**config.mk**
```make
export PLATFORM = sky130hd
export DESIGN_NAME = next_pc_unit
export DESIGN_NICKNAME = d
export VERILOG_FILES = /design/src/rtl/next_pc_unit_pkg.sv /design/src/rtl/next_pc_unit_btb_table.sv /design/src/rtl/next_pc_unit.sv
export SDC_FILE = /design/constraint.sdc
export NUM_CORES = 2
export LEC_CHECK = 0
export ABC_CLOCK_PERIOD_IN_PS = 8820
export BUFFER_PORTS_ARGS = -buffer_cell sky130_fd_sc_hd__buf_2
export CORE_ASPECT_RATIO = 0.5
export CORE_MARGIN = 2
export CORE_UTILIZATION = 35
export CTS_BUF_LIST = sky130_fd_sc_hd__clkbuf_8
export DETAILED_ROUTE_END_ITERATION = 7
export PLACE_DENSITY = 0.51
export SLEW_MARGIN = 25
export SYNTH_ARGS = -nofsm -noshare
export SYNTH_HDL_FRONTEND = slang
export SYNTH_SLANG_ARGS = --single-unit
```
**constraint.sdc**
```tcl
create_clock -name clk -period 8.82 [get_ports clk]
set_input_delay 1.764 -clock clk [delete_from_list [all_inputs] [get_ports clk]]
set_output_delay 1.764 -clock clk [all_outputs]
set_load 0.02 [all_outputs]
```
**src/rtl/next_pc_unit_pkg.sv**
```systemverilog
// next_pc_unit_pkg
// Shared definitions for the next-PC stage and its branch target buffer:
//   - RESET_PC_DEF : fetch address after reset (must equal the PC register reset)
//   - ctr_t        : 2-bit saturating direction counter encodings
//   - helpers      : counter saturation and BTB field-width derivation
package next_pc_unit_pkg;

  localparam int          IDX_W_DEF    = 4;
  localparam int          ENTRIES_DEF  = 1 << IDX_W_DEF;
  localparam logic [31:0] RESET_PC_DEF = 32'h3000;

  typedef enum logic [1:0] {
    SNT = 2'b00,
    WNT = 2'b01,
    WT  = 2'b10,
    ST  = 2'b11
  } ctr_t;

  // Tag covers everything above the index and the word-offset bits.
  function automatic int tag_w(input int idx_w);
    return 32 - idx_w - 2;
  endfunction

  function automatic ctr_t ctr_inc(input ctr_t c);
    case (c)
      SNT:     return WNT;
      WNT:     return WT;
      default: return ST;
    endcase
  endfunction

  function automatic ctr_t ctr_dec(input ctr_t c);
    case (c)
      ST:      return WT;
      WT:      return WNT;
      default: return SNT;
    endcase
  endfunction

endpackage

```
**src/rtl/next_pc_unit_btb_table.sv**
```systemverilog
// next_pc_unit_btb_table
// Direct-mapped BTB storage with 2-bit counters.
//   clk, rst                  : clock, synchronous active-high reset
//   lk_idx, lk_tag            : combinational lookup address fields
//   lk_hit, lk_ctr, lk_target : lookup result (pre-update contents)
//   upd_en, upd_idx, upd_tag  : training request from EX
//   upd_taken, upd_target     : resolved direction and taken target
module next_pc_unit_btb_table
  import next_pc_unit_pkg::*;
#(
  parameter int ENTRIES = ENTRIES_DEF,
  parameter int IDX_W   = IDX_W_DEF
) (
  input  logic                     clk,
  input  logic                     rst,
  input  logic [IDX_W-1:0]         lk_idx,
  input  logic [tag_w(IDX_W)-1:0]  lk_tag,
  output logic                     lk_hit,
  output ctr_t                     lk_ctr,
  output logic [31:0]              lk_target,
  input  logic                     upd_en,
  input  logic [IDX_W-1:0]         upd_idx,
  input  logic [tag_w(IDX_W)-1:0]  upd_tag,
  input  logic                     upd_taken,
  input  logic [31:0]              upd_target
);

  localparam int TAG_W = tag_w(IDX_W);

  logic             valid_q  [ENTRIES];
  logic             valid_d  [ENTRIES];
  logic [TAG_W-1:0] tag_q    [ENTRIES];
  logic [TAG_W-1:0] tag_d    [ENTRIES];
  logic [31:0]      target_q [ENTRIES];
  logic [31:0]      target_d [ENTRIES];
  ctr_t             ctr_q    [ENTRIES];
  ctr_t             ctr_d    [ENTRIES];

  // Lookup reads the stored state directly, so a same-cycle update is not seen.
  assign lk_hit    = valid_q[lk_idx] && (tag_q[lk_idx] == lk_tag);
  assign lk_ctr    = ctr_q[lk_idx];
  assign lk_target = target_q[lk_idx];

  // Read-modify-write port: compute the replacement entry for upd_idx.
  logic             upd_hit;
  logic             upd_we;
  logic             new_valid;
  logic [TAG_W-1:0] new_tag;
  logic [31:0]      new_target;
  ctr_t             new_ctr;

  assign upd_hit = valid_q[upd_idx] && (tag_q[upd_idx] == upd_tag);

  always_comb begin
    upd_we     = 1'b0;
    new_valid  = valid_q[upd_idx];
    new_tag    = tag_q[upd_idx];
    new_target = target_q[upd_idx];
    new_ctr    = ctr_q[upd_idx];
    if (upd_en) begin
      if (upd_taken) begin
        upd_we     = 1'b1;
        new_target = upd_target;
        if (upd_hit) begin
          new_ctr = ctr_inc(ctr_q[upd_idx]);
        end else begin
          // Allocation evicts whatever aliased into this slot.
          new_valid = 1'b1;
          new_tag   = upd_tag;
          new_ctr   = WT;
        end
      end else if (upd_hit) begin
        upd_we  = 1'b1;
        new_ctr = ctr_dec(ctr_q[upd_idx]);
      end
      // Not-taken miss: nothing worth remembering.
    end
  end

  always_comb begin
    for (int i = 0; i < ENTRIES; i++) begin
      valid_d[i]  = valid_q[i];
      tag_d[i]    = tag_q[i];
      target_d[i] = target_q[i];
      ctr_d[i]    = ctr_q[i];
      if (upd_we && (upd_idx == IDX_W'(i))) begin
        valid_d[i]  = new_valid;
        tag_d[i]    = new_tag;
        target_d[i] = new_target;
        ctr_d[i]    = new_ctr;
      end
    end
  end

  // Only valid and ctr need reset; tag/target are meaningless while invalid.
  always_ff @(posedge clk) begin
    if (rst) begin
      for (int i = 0; i < ENTRIES; i++) begin
        valid_q[i] <= 1'b0;
        ctr_q[i]   <= WNT;
      end
    end else begin
      for (int i = 0; i < ENTRIES; i++) begin
        valid_q[i] <= valid_d[i];
        ctr_q[i]   <= ctr_d[i];
      end
    end
  end

  always_ff @(posedge clk) begin
    for (int i = 0; i < ENTRIES; i++) begin
      tag_q[i]    <= tag_d[i];
      target_q[i] <= target_d[i];
    end
  end

endmodule

```
**src/rtl/next_pc_unit.sv**
```systemverilog
// next_pc_unit
// Next fetch address generation ahead of the PC register.
//   clk, rst        : clock, synchronous active-high reset
//   c_pc            : current PC
//   hazard_stall    : hold fetch
//   ex_*            : branch resolution and redirect from EX
//   pc_en, n_pc     : PC register load enable and next address
//   pred_taken/_target : zero-latency prediction for c_pc
//   br_cnt, mp_cnt  : resolved-branch and mispredict counters (wrapping)
module next_pc_unit
  import next_pc_unit_pkg::*;
#(
  parameter int          ENTRIES  = ENTRIES_DEF,
  parameter int          IDX_W    = IDX_W_DEF,
  parameter logic [31:0] RESET_PC = RESET_PC_DEF
) (
  input  logic        clk,
  input  logic        rst,
  input  logic [31:0] c_pc,
  input  logic        hazard_stall,
  input  logic        ex_valid,
  input  logic        ex_is_branch,
  input  logic [31:0] ex_pc,
  input  logic        ex_taken,
  input  logic [31:0] ex_target,
  input  logic        ex_mispredict,
  input  logic [31:0] ex_redirect_pc,
  output logic        pc_en,
  output logic [31:0] n_pc,
  output logic        pred_taken,
  output logic [31:0] pred_target,
  output logic [31:0] br_cnt,
  output logic [31:0] mp_cnt
);

  // The reset address lives in the PC register; kept here so both agree.
  logic [31:0] unused_reset_pc;
  logic [1:0]  unused_ex_lsb;
  assign unused_reset_pc = RESET_PC;
  assign unused_ex_lsb   = ex_pc[1:0];

  logic        lk_hit;
  ctr_t        lk_ctr;
  logic [31:0] lk_target;
  logic        upd_en;
  logic        redirect;
  logic [31:0] pc_plus4;

  assign upd_en   = ex_valid & ex_is_branch & ~rst;
  assign redirect = ex_valid & ex_mispredict;
  assign pc_plus4 = c_pc + 32'd4;

  next_pc_unit_btb_table #(
    .ENTRIES (ENTRIES),
    .IDX_W   (IDX_W)
  ) u_btb (
    .clk        (clk),
    .rst        (rst),
    .lk_idx     (c_pc[IDX_W+1:2]),
    .lk_tag     (c_pc[31:IDX_W+2]),
    .lk_hit     (lk_hit),
    .lk_ctr     (lk_ctr),
    .lk_target  (lk_target),
    .upd_en     (upd_en),
    .upd_idx    (ex_pc[IDX_W+1:2]),
    .upd_tag    (ex_pc[31:IDX_W+2]),
    .upd_taken  (ex_taken),
    .upd_target (ex_target)
  );

  assign pred_taken  = ~rst & lk_hit & lk_ctr[1];
  assign pred_target = lk_hit ? lk_target : pc_plus4;
  // A redirect must win over a stall, otherwise the wrong path keeps fetching.
  assign pc_en       = ~rst & (~hazard_stall | redirect);

  always_comb begin
    n_pc = pc_plus4;
    if (redirect) begin
      n_pc = ex_redirect_pc;
    end else if (pred_taken) begin
      n_pc = pred_target;
    end
  end

  logic [31:0] br_cnt_q, br_cnt_d;
  logic [31:0] mp_cnt_q, mp_cnt_d;

  always_comb begin
    br_cnt_d = br_cnt_q + {31'd0, upd_en};
    mp_cnt_d = mp_cnt_q + {31'd0, redirect};
  end

  always_ff @(posedge clk) begin
    if (rst) begin
      br_cnt_q <= 32'd0;
      mp_cnt_q <= 32'd0;
    end else begin
      br_cnt_q <= br_cnt_d;
      mp_cnt_q <= mp_cnt_d;
    end
  end

  assign br_cnt = br_cnt_q;
  assign mp_cnt = mp_cnt_q;

endmodule

```
## Word-level counts from Yosys, hierarchy flattened

Memory sizes are Yosys's and may differ from the RTL's.
Cells that the tools add are included.

- Flip-flop bits (word level): 64
- Memory bits (writable): 976
- Bits of input ports: 135
- Output and inout bits: 130
- Logic and storage cells: 377
- Memories kept: 4

Memory list:

| name | depth | bits a word | rd ports | clocked after Yosys merged registers in | wr ports | line | RTL |
|---|---|---|---|---|---|---|---|
| u_btb.target_q | 16 | 32 | 2 | 0 | 1 | next_pc_unit_btb_table.sv:34 | `logic [31:0] target_q [ENTRIES];` |
| u_btb.tag_q | 16 | 26 | 2 | 0 | 1 | next_pc_unit_btb_table.sv:32 | `logic [TAG_W-1:0] tag_q [ENTRIES];` |
| u_btb.ctr_q | 16 | 2 | 2 | 0 | 16 | next_pc_unit_btb_table.sv:36 | `ctr_t ctr_q [ENTRIES];` |
| u_btb.valid_q | 16 | 1 | 2 | 0 | 16 | next_pc_unit_btb_table.sv:30 | `logic valid_q [ENTRIES];` |

- Add/sub/neg operators: 3
- Equal/unequal tests: 52
- Muxes and demuxes: 209
- Bitwise logic cells: 41
- Reductions and logical operators: 66

Operators with widths:

| cell | number |
|---|---|
| two-way mux 32 bit | 36 |
| two-way mux 26 bit | 34 |
| OR reduction 32 bit | 15 |
| OR reduction 26 bit | 15 |
| two-way mux 4 bit | 30 |
| two-way mux 2 bit | 36 |
| two-way mux 1 bit | 71 |
| adder 32 x 1 -> 32 bit | 2 |
| equality test 26 bit | 2 |
| OR 1 bit | 33 |
| adder 32 x 3 -> 32 bit (second input constant) | 1 |
| equality test 4 bit (second input constant) | 8 |
| != test 1 bit (second input constant) | 32 |
| AND reduction 2 bit | 16 |
| logical AND 1 bit | 18 |
| equality test 4 x 3 -> 1 bit (second input constant) | 4 |
| equality test 4 x 2 -> 1 bit (second input constant) | 2 |
| one-hot mux 2 bit (2 select lines) | 2 |
| AND 1 bit | 6 |
| equality test 2 bit (second input constant) | 2 |
| equality test 4 x 1 -> 1 bit (second input constant) | 1 |
| zero test 4 bit | 1 |
| equality test 2 x 1 -> 1 bit (second input constant) | 1 |
| zero test 2 bit | 1 |
| NOT 1 bit | 2 |

## Logic depth before layout (Yosys ltp)

An unclocked memory read counts as a cell.

- Depth after elaboration: 24
- Gate-level depth with buffers: 16
- Mapped depth without buffers: 12

## Modules after synthesis

A second synthesis with hierarchy kept.

- Cell total of the unflattened synthesis: 2854
- Area, all modules: 51468.1 um^2

Modules (own cells, without submodules):

| module | times used | cells an instance | area each (um^2) | sequential area each (um^2) |
|---|---|---|---|---|
| next_pc_unit_btb_table | 1 | 2254 | 46970.0 | 29308.1 |
| next_pc_unit | 1 | 600 | 4498.1 | 1281.2 |

## Worst setup path after synthesis

Ideal clock, no wire load.

- Path kind: input to register
- Start: in ex_pc[3]
- End: mem u_btb.tag_q[0][0] in the netlist's numbering, enable pin
- Setup time: 545 ps
- Data arrival time: 8536 ps
- Required time: 8275 ps
- Path slack: -261 ps
- Stages: 13
- Path buffers: 4
- Cells stage by stage: buf_4 > buf_2 > buf_4 > mux4_2 > mux2_2 > a32oi_1 > o221ai_1 > o22ai_1 > or4b_1 > nor3_4 > o21ai_2 > clkbuf_1 > nor3_1

- Longest elaborated chain between the ends: 24
- Elaborated cells on any way between the ends: 100
- Classes of those cells: eq/ne: 32; mux: 33; reduce/logical: 33; memory: 2

Ends and longest elaborated chain:

| what | line | RTL |
|---|---|---|
| start: declaration | next_pc_unit.sv:23 | `input logic [31:0] ex_pc,` |
| memory read (16 x 26 bit) | n/a |  |
| equality test 26 bit | next_pc_unit_btb_table.sv:52 | `assign upd_hit = valid_q[upd_idx] && (tag_q[upd_idx] == upd_tag);` |
| logical AND 1 bit | next_pc_unit_btb_table.sv:52 |  |
| two-way mux 1 bit | next_pc_unit_btb_table.sv:72 | `end else if (upd_hit) begin` |
| two-way mux 1 bit | next_pc_unit_btb_table.sv:61 | `if (upd_taken) begin` |
| two-way mux 1 bit | next_pc_unit_btb_table.sv:60 | `if (upd_en) begin` |
| logical AND 1 bit | next_pc_unit_btb_table.sv:86 | `if (upd_we && (upd_idx == IDX_W'(i))) begin` |
| != test 1 bit (no source line) | n/a |  |
| OR reduction 26 bit (no source line) | n/a |  |
| two-way mux 4 bit (no source line) / two-way mux 1 bit (equally long branches) (15 in series) | n/a |  |
| end: declaration | next_pc_unit_btb_table.sv:32 |  |

Parallel ways exist; a longest one is shown, timed or not.

## Worst setup path in the final report

- Start: in c_pc[3]
- End: out n_pc[28]

- Longest elaborated chain between the ends: 7
- Elaborated cells on any way between the ends: 12
- Classes of those cells: add/sub: 1; eq/ne: 1; mux: 3; bitwise: 2; reduce/logical: 1; memory: 4

Ends and longest elaborated chain:

| what | line | RTL |
|---|---|---|
| start: declaration | next_pc_unit.sv:19 | `input logic [31:0] c_pc,` |
| memory read (16 x 26 bit) | n/a |  |
| equality test 26 bit | next_pc_unit_btb_table.sv:40 | `assign lk_hit = valid_q[lk_idx] && (tag_q[lk_idx] == lk_tag);` |
| logical AND 1 bit | next_pc_unit_btb_table.sv:40 |  |
| AND 1 bit (2 in series) | next_pc_unit.sv:71 | `assign pred_taken = ~rst & lk_hit & lk_ctr[1];` |
| two-way mux 32 bit (*) | next_pc_unit.sv:80 | `end else if (pred_taken) begin` |
| two-way mux 32 bit (*) | next_pc_unit.sv:78 | `if (redirect) begin` |
| end: declaration | next_pc_unit.sv:29 | `output logic [31:0] n_pc,` |

Mark *: on every way between the ends. The rest lies on a longest branch, timed or not.

==> results.cfg <==
[drt]
antenna_left = 0
routed_wl_mm = 161
firstDrtPassIters = 6
wire_per_inst_microns = 30.4
drcViolationCount = 0
first_iter_violations = 3220
routed_via_density = 5.74
vias = 30300

[clock_tree]
numCtsBuffers = 163
cts_hold_buffers = 0
post_cts_buffers = 0
cts_tree = yes
clock_latency_ns = 0.91
cts_max_level = 4
cts.sinks = 1040
cts_root_buf = clkbuf_8
cts_max_path_buffers = 3
cts_resized = 0
cts.clk_slew.worst_paths_ns = 0.06

[sta]
tightest_slew_ns = 1.05
slew_viol_final = 0
fmax_ghz = 0.128
layout_min_cycle_time_ns = 7.78
fin_crit_sh_pct = 88.2
fin_skew_ns = 0.0874
hold_viol = 0
fin_setup_tns_ns = 0
slew_headroom_pct = 29.8
rsz0062_at_grt = no
setup_viol = 0

[placement]
portBuffers = 262
dpl.hpwl_mm = 95.9
gp_congestion = 0.828

[power_and_ir_drop]
power-per-cell-area_mw_per_mm2 = 182
power_uw = 10600
power_leakage_uw = 0.0194
ir_drop_mv = 0.119

[grt]
grt_pass1_vias = 30900
grt_pass1_wl_mm = 226
grt_max_degree = 94
grtUsageTotal_pct = 21.3
antenna_found_initial = 15
grt_overflow = 0

[logic_synthesis]
synth_edf_count = 976
netlist_area_sq_mm = 0.0512
synth-main-ff-cell = edfxtp_1
syn_area_per_cell_sq_um = 17.9
syn_nets = 2999
syn_inst = 2859
synth_cell_type_count = 71
synth_seq_cells = 1040
synth_seq_area_share_pct = 59.7
ys_async_sr_fraction_pct = 0
yosysWarnings = 0

[die]
coreArea_sq_mm = 0.146
io-pin-count = 265
fp.dieW_microns = 545
dieArea_sq_mm = 0.150
rows = 99
die_height_microns = 275
start_util_pct = 35.2

[critical_path]
reg2reg_depth = 11
path_max_fanout = 54
crit_path_cell_trace = buf_8, buf_4, buf_4, ha_1, nand4_1, nor2_1, and4_1, nand3_1, nor2_1, nand2_1, xnor2_1, mux2i_1, a21oi_1, buf_2
endpoint_kind = output pin
crit_type = in -> out
cp-start-kind = input port
arrival_ns = 6.02
cp_slowest_stage_delay_ns = 0.66
critPathRequiredTime_ns = 7.06
reg2reg_slack_ns = 3.80
cp_slowest_cell = nor2_1

[layout]
fill_cells = 13100
final_net_count = 3330
drive_gt1_share_pct = 37.1
syn2layout_area_growth_pct = 14.2

[status]
status = completed

[min_path]
hp-class = reg -> reg
whs_path_depth = 2

[flow_run]
maxCapViolCount = 0
[cell usage after synthesis, drive strengths merged, types with 9 or more instances]
master    n  share of area, %
nand2    69              0.51
xor2     44              0.75
xnor2    70               1.2
nand4    25              0.31
buf     118               1.3
inv      34              0.25
o22ai    13              0.16
or3      18              0.22
nor2    138               1.0
nand3    48              0.47
nor3     34              0.35
and3     25              0.31
mux4    531                23
o21ai    32              0.32
o31ai    14              0.21
edfxtp  976                57
a21oi    66              0.64
a22oi    21              0.31
nand2b    9              0.11
mux2    109               2.4
clkbuf   84              0.62
and2     20              0.24
nor4      9              0.11
mux2i   160               3.1
nor2b    19              0.23
dfxtp    64               2.5
[registers in the layout, indices dropped and copies added (netlist names)]
| register | count |
|---|---|
| br_cnt | 32 |
| mp_cnt | 32 |
| u_btb.ctr_q | 32 |
| u_btb.tag_q | 416 |
| u_btb.target_q | 512 |
| u_btb.valid_q | 16 |
[per-layer routing]
layer | share of wire [%] | track usage [%] | vias to the layer above | wire length, microns
met3 | 6.8 | 4.13 | 271 | 10900
met2 | 48 | 34.8 | 1144 | 77500
met5 | 0.042 | 0 | - | 67
met1 | 42 | 28.6 | 16200 | 67600
met4 | 2.8 | 7.40 | 10 | 4510
li1 | - | - | 12700 | -
[through the flow]
step	worst slack, ns	cells	cell area (sq um)	hold WS, ns	util [%]
2_1_floorplan	-0.261	2859	51200	0.558	-
3_3_place_gp	0.899	4994	55400	0.475	38.1
3_5_place_dp	0.942	4994	55400	0.488	38.1
4_1_cts	0.919	5280	58400	0.496	40.2
5_1_grt	0.813	5285	58500	0.512	40.2
6_report	1.04	5289	58500	0.493	40.2
[path summary, 6_finish.rpt]
path / from / end
setup / recovery: c_pc[3] / n_pc[28]
setup reg to reg: u_btb.tag_q[11][0] / u_btb.tag_q[8][0]
hold / removal: br_cnt[31] / br_cnt[31]
hold reg to reg: br_cnt[31] / br_cnt[31]
[cells by family after synthesis]
| family | Yosys count | synth area share, % |
|---|---|---|
| AO/OA/AOI/OAI | 224 | 2.93 |
| XOR/XNOR | 114 | 1.95 |
| adder cells (fa/ha/maj) | 6 | 0.142 |
| buffers and inverters | 237 | 2.13 |
| flip-flops | 1040 | 59.7 |
| multiplexers | 800 | 28.9 |
| AND/OR/NAND/NOR | 438 | 4.26 |
[layout make-up]
| type | count | area, sq um | area share (%) |
|---|---|---|---|
| Multi-Input combinational cell | 1582 | 19700 | 33.6 |
| Clock inverter | 120 | 776 | 1.33 |
| Clock buffer | 166 | 2280 | 3.91 |
| Antenna cell | 9 | 22.5 | 0.0385 |
| Timing Repair Buffer | 368 | 2530 | 4.32 |
| Tap cell | 1969 | 2460 | 4.21 |
| Inverter | 35 | 134 | 0.229 |
| Sequential cell | 1040 | 30600 | 52.3 |
[critical path, delay by kind of cell]
family | cells | cell delay (ns)
muxes | 1 | 0.15
and+or+nand+nor | 6 | 1.57
AOI/OAI and AO/OA | 1 | 0.17
buffers and inverters | 4 | 1.70
xor gates and xnor gates | 1 | 0.28
adders and majority gates | 1 | 0.35
[where the power goes]
part | internal (uW) | switching, uW | leakage [uW]
sequential | 5510 | 10.0 | 0.00933
combinational | 438 | 675 | 0.00830
clock | 1970 | 2040 | 0.00173
total | 7920 | 2730 | 0.0194
[layout by cell type (no fill, tap or decap), types with 47 or more instances in the layout]
master / count
mux4_2: 531
edfxtp_1: 976
xnor2_1: 70
nand3_1: 47
a21oi_1: 66
dfxtp_1: 64
inv_1: 82
nand2_1: 66
clkbuf_8: 167
nor2_1: 133
buf_2: 255
mux2i_1: 160
buf_4: 78
mux2_2: 100
(Power assumes the default switching activity.)
